## src/rtl/spi_slave_regbus.sv

```systemverilog
// SPI frame decoder: command/address byte, then register bus writes or prefetched reads.
// Build option: define SPI_SLAVE_AUTOINC_EN for burst access with auto-incrementing reg_addr.
module spi_slave_regbus #(
    parameter int DATA_W = 8,
    parameter int ADDR_W = 7
) (
    input  logic              clk,
    input  logic              nrst,
    input  logic              spi_start,
    input  logic              spi_sck_rising,
    input  logic              spi_sck_falling,
    input  logic              spi_busy,
    input  logic              mosi_in,
    input  logic [DATA_W-1:0] status,
    output logic              miso,
    output logic [ADDR_W-1:0] reg_addr,
    output logic [DATA_W-1:0] reg_wdata,
    output logic              reg_we,
    output logic              reg_re,
    input  logic [DATA_W-1:0] reg_rdata
);

`ifdef SPI_SLAVE_AUTOINC_EN
    localparam bit AUTOINC = 1'b1;
`else
    localparam bit AUTOINC = 1'b0;
`endif

    localparam int CNT_W = (DATA_W > 1) ? $clog2(DATA_W) : 1;
    localparam logic [CNT_W-1:0] LAST_BIT = CNT_W'(DATA_W - 1);

    typedef enum logic [1:0] {IDLE, CMD, DATA} state_t;

    state_t            state, state_next;
    logic [CNT_W-1:0]  bit_cnt;
    logic [DATA_W-1:0] rx_shift, tx_shift, tx_next;
    logic [DATA_W-1:0] rx_byte;
    logic              rw, rdata_pend;
    logic              do_start, do_abort, do_rise, do_fall, byte_done;

    // A restart wins over everything; losing busy ends the frame and masks strobes.
    always_comb begin
        state_next = state;
        do_start   = 1'b0;
        do_abort   = 1'b0;
        do_rise    = 1'b0;
        do_fall    = 1'b0;
        if (spi_start) begin
            do_start   = 1'b1;
            state_next = CMD;
        end else if (state != IDLE) begin
            if (!spi_busy) begin
                do_abort   = 1'b1;
                state_next = IDLE;
            end else begin
                do_rise = spi_sck_rising;
                do_fall = spi_sck_falling;
                if (spi_sck_rising && (bit_cnt == LAST_BIT)) begin
                    state_next = DATA;
                end
            end
        end
    end

    assign byte_done = do_rise && (bit_cnt == LAST_BIT);
    assign rx_byte   = {rx_shift[DATA_W-2:0], mosi_in};

    always_ff @(posedge clk or negedge nrst) begin
        if (!nrst) begin
            state <= IDLE;
        end else begin
            state <= state_next;
        end
    end

    always_ff @(posedge clk or negedge nrst) begin
        if (!nrst) begin
            bit_cnt    <= '0;
            rx_shift   <= '0;
            tx_shift   <= '0;
            tx_next    <= '0;
            rw         <= 1'b0;
            rdata_pend <= 1'b0;
            miso       <= 1'b0;
            reg_addr   <= '0;
            reg_wdata  <= '0;
            reg_we     <= 1'b0;
            reg_re     <= 1'b0;
        end else begin
            reg_we     <= 1'b0;
            reg_re     <= 1'b0;
            rdata_pend <= reg_re;
            if (rdata_pend) begin
                tx_next <= reg_rdata;
            end
            if (AUTOINC && reg_we) begin
                reg_addr <= reg_addr + ADDR_W'(1);
            end

            if (do_start) begin
                bit_cnt    <= '0;
                rx_shift   <= '0;
                tx_shift   <= status;
                miso       <= status[DATA_W-1];
                tx_next    <= '0;
                rw         <= 1'b0;
                rdata_pend <= 1'b0;
            end else if (do_abort) begin
                bit_cnt <= '0;
                miso    <= 1'b0;
            end else begin
                if (do_rise) begin
                    rx_shift <= rx_byte;
                    bit_cnt  <= byte_done ? '0 : bit_cnt + CNT_W'(1);
                    if (byte_done) begin
                        if (state == CMD) begin
                            rw       <= rx_byte[DATA_W-1];
                            reg_addr <= rx_byte[ADDR_W-1:0];
                            reg_re   <= rx_byte[DATA_W-1];
                        end else if (rw) begin
                            reg_re <= 1'b1;
                            if (AUTOINC) begin
                                reg_addr <= reg_addr + ADDR_W'(1);
                            end
                        end else begin
                            reg_wdata <= rx_byte;
                            reg_we    <= 1'b1;
                        end
                    end
                end
                // A zero count on a falling edge is a byte boundary only once past the command byte.
                if (do_fall) begin
                    if (bit_cnt != '0) begin
                        tx_shift <= tx_shift << 1;
                        miso     <= tx_shift[DATA_W-2];
                    end else if (state == DATA) begin
                        tx_shift <= tx_next;
                        miso     <= tx_next[DATA_W-1];
                        tx_next  <= '0;
                    end
                end
            end
        end
    end

endmodule

```

## config.mk

```make
export PLATFORM = sky130hd
export DESIGN_NAME = spi_slave_regbus
export DESIGN_NICKNAME = d
export VERILOG_FILES = /design/src/rtl/spi_slave_regbus.sv
export SDC_FILE = /design/constraint.sdc
export NUM_CORES = 1
export LEC_CHECK = 0
export CORE_UTILIZATION = 51
export CTS_CLUSTER_SIZE = 12
export DETAILED_ROUTE_END_ITERATION = 6
export PLACE_DENSITY = 0.79
export SYNTH_ARGS = -nofsm -noshare
export SYNTH_HDL_FRONTEND = slang
export SYNTH_SLANG_ARGS = --single-unit
```

## constraint.sdc

```tcl
create_clock -name clk -period 2.5 [get_ports clk]
set_clock_uncertainty 0.1 [all_clocks]
set_input_delay 0.75 -clock clk [delete_from_list [all_inputs] [get_ports clk]]
set_output_delay 0.75 -clock clk [all_outputs]
set_load 0.01 [all_outputs]
```

==> results.sh <==
export IMPL_die_area_sq_um=4460
export IMPL_whs_ps=342
export IMPL_vdd_drop_max_mv=0.413
export IMPL_port_buffers=40
export IMPL_r2r_setup_slack_ps=520
export IMPL_ctsHoldBuffers=0
export IMPL_layout_drive_gt1_share_pct=14.0
export IMPL_synth_area_top_cells="dfrtp_1 (55%), mux2_2 (7.9%), mux2i_1 (3.7%), and3b_1 (3.3%), a2111oi_0 (2.9%)"
export IMPL_drtIter0Drc=148
export IMPL_cp_arrival_ps=2270
export IMPL_final_util_pct=67.0
export IMPL_required_ps=2560
export IMPL_cts_tree="yes"
export IMPL_maxCapViolCount=0
export IMPL_ys_seq_area_share_pct=54.9
export IMPL_post_synth_instance_area_sq_um=2140
export IMPL_synth_fp_nets=205
export IMPL_num_antenna_cells=0
export IMPL_timing_worst_setup_path_type="input pin to flip-flop"
export IMPL_via_count=1567
export IMPL_core_area_sq_um=4030
export IMPL_rsz0062_at_grt="no"
export IMPL_grt_pass1_wl_um=7420
export IMPL_avgSynthCellArea_sq_um=12.0
export IMPL_routed_wl_um=4580
export IMPL_start_kind="input pin"
export IMPL_die_x_um=66.8
export IMPL_cts_repair_resized=0
export IMPL_rr_startpoint="bit_cnt[2]$_DFFE_PN0P_"
export IMPL_fmax_ghz=0.453
export IMPL_ant_nets=0
export IMPL_drcViolationCount=0
export IMPL_status="completed"
export IMPL_cts_root_buffer="clkbuf_8"
export IMPL_max_slew_worst_pin_slew_ps=587
export IMPL_yosysTopAreaCellShare_pct=54.9
export IMPL_async_flop_share_pct=100
export IMPL_setup_viol=0
export IMPL_area_delta_synth_final_pct=26.1
export IMPL_slew_violations=0
export IMPL_track_usage_pct=23.0
export IMPL_antenna_found_initial=0
export IMPL_synthCells=179
export IMPL_grt_overflow=0
export IMPL_synth_edf_count=0
export IMPL_pin_count=41
export IMPL_hold_viol_final=0
export IMPL_synth_warnings=0
export IMPL_synth_seq_cells=47
export IMPL_fin_area_sq_um=2700
export IMPL_place_area_sq_um=2600
export IMPL_die_h_um=66.8
export IMPL_total_power_mw=1.44
export IMPL_hpwl_um=3330
export IMPL_min_path_type="input pin to asynchronous set/reset pin"
export IMPL_gp_congestion=0.871
export IMPL_first_global_vias=1529
export IMPL_start_util_pct=53.2
export IMPL_final_nets=247
export IMPL_powerDensity_nw_per_um2=533
export IMPL_clk_latency_ps=290
export IMPL_synth_distinct_cells=34
export IMPL_worstRegToRegCells=4
export IMPL_min_period_ps=2210
export IMPL_cts_sinks=47
export IMPL_synth_ff_type="dfrtp_1"
export IMPL_synth_top_cell_by_area="dfrtp_1"
export IMPL_cts_setup_buffers=0
export IMPL_grt_max_degree=25
export IMPL_relSlewSlack_pct=60.8
export IMPL_worst_setup_path_end_kind="flip-flop"
export IMPL_drtPass1Iterations=4
export IMPL_worst_r2r_endpoint="reg_addr[6]$_DFFE_PN0P_"
export IMPL_period_share_pct=88.4
export IMPL_cts_clk_slew_worst_paths_ps=80
export IMPL_avgViaCountPerCell=5.78
export IMPL_wire_per_inst_um=16.9
export IMPL_cts_htree_levels=2
export IMPL_rows=23
export IMPL_p_leak_nw=1.21
export IMPL_path_max_fanout=7
export IMPL_cts_path_max_buffers=2
export IMPL_cts_inserted_buffers=5
through the flow:
stage / instances / worst slack [ps] / setup TNS, ps
after global placement: 264 / 36.4 / 0
final: 271 / 291 / 0
after floorplan: 179 / 361 / 0
after global routing: 271 / 161 / 0
after CTS: 271 / 285 / 0
after detailed placement: 264 / -16.6 / -16.6
final cells by class:
cell class,count,area (sq um)
Fill cell,293,1330
Inverter,5,18.8
Clock buffer,6,72.6
Tap cell,50,62.6
Timing Repair Buffer,46,453
Multi-Input combinational cell,116,887
Sequential cell,47,1180
Clock inverter,1,30.0
synthesized netlist by cell type (2+ instances only):
cell type / n
buf_6: 2
nand4b_1: 2
nand2_1: 10
ha_1: 3
mux2_2: 15
a22o_1: 7
nor2_1: 10
buf_2: 3
o21ai_0: 5
and3b_1: 8
mux2i_1: 8
nand3_1: 4
clkbuf_1: 5
a21oi_1: 12
a2111oi_0: 7
nor2b_1: 3
inv_1: 5
o31ai_1: 8
dfrtp_1: 47
state kept, by name, summed over array words and instances (netlist names):
signal	cells
bit_cnt	3
miso	1
rdata_pend	1
reg_addr	7
reg_re	1
reg_wdata	8
reg_we	1
rw	1
rx_shift	7
state	2
tx_next	8
tx_shift	7
power breakdown:
group / leakage, nW / switching [mW] / internal (mW) / total, mW
combinational: 0.517 / 0.0655 / 0.0604 / 0.126
clock: 0.0513 / 0.233 / 0.293 / 0.526
sequential: 0.638 / 0.0122 / 0.775 / 0.787
total: 1.21 / 0.311 / 1.13 / 1.44
cell families after synthesis:
family / Yosys count / share of synthesized area (%)
flip-flops: 47 / 54.9
AO/OA/AOI/OAI: 46 / 15.0
AND/OR/NAND/NOR: 43 / 12.3
multiplexers: 24 / 12.3
buffers and inverters: 16 / 3.68
adder cells (fa/ha/maj): 3 / 1.75
critical path, stage by stage:
cell and delay [ps]:
clkdlybuf4s50_1 530, buf_4 170, o211ai_1 200, a2111oi_0 500, o31ai_1 130
placed cells by master, fill, tap and decap left out, types with 2 or more instances in the layout:
cell	n
a2111oi_0	7
a21oi_1	12
a22o_1	7
and3b_1	8
buf_4	5
clkbuf_8	5
clkdlybuf4s50_1	39
dfrtp_1	47
ha_1	3
inv_1	5
mux2_2	15
mux2i_1	8
nand2_1	10
nand3_1	4
nand4b_1	2
nor2_1	10
nor2b_1	3
o21ai_0	5
o31ai_1	8
how the worst max path moves through the flow:
stage          startpoint                       end  depth (start not counted)
5_1_grt          spi_busy          miso$_DFFE_PN0P_                          5
2_1_floorplan   spi_start  reg_wdata[0]$_DFFE_PN0P_                          5
3_5_place_dp     spi_busy   tx_shift[6]$_DFFE_PN0P_                          5
4_1_cts          spi_busy   tx_shift[6]$_DFFE_PN0P_                          5
3_3_place_gp    spi_start   reg_addr[6]$_DFFE_PN0P_                          4
6_report         spi_busy   tx_shift[6]$_DFFE_PN0P_                          5
metal layers:
layer	vias up	share of wire (%)	routed length, um	GRT usage, %
met4	0	0.59	27	6.91
met2	51	49	2240	37.2
met3	4	6.1	278	6.68
met1	775	44	2030	29.7
met5	-	0	0	0
li1	737	-	-	-
Power figures use the tool's default switching activity.
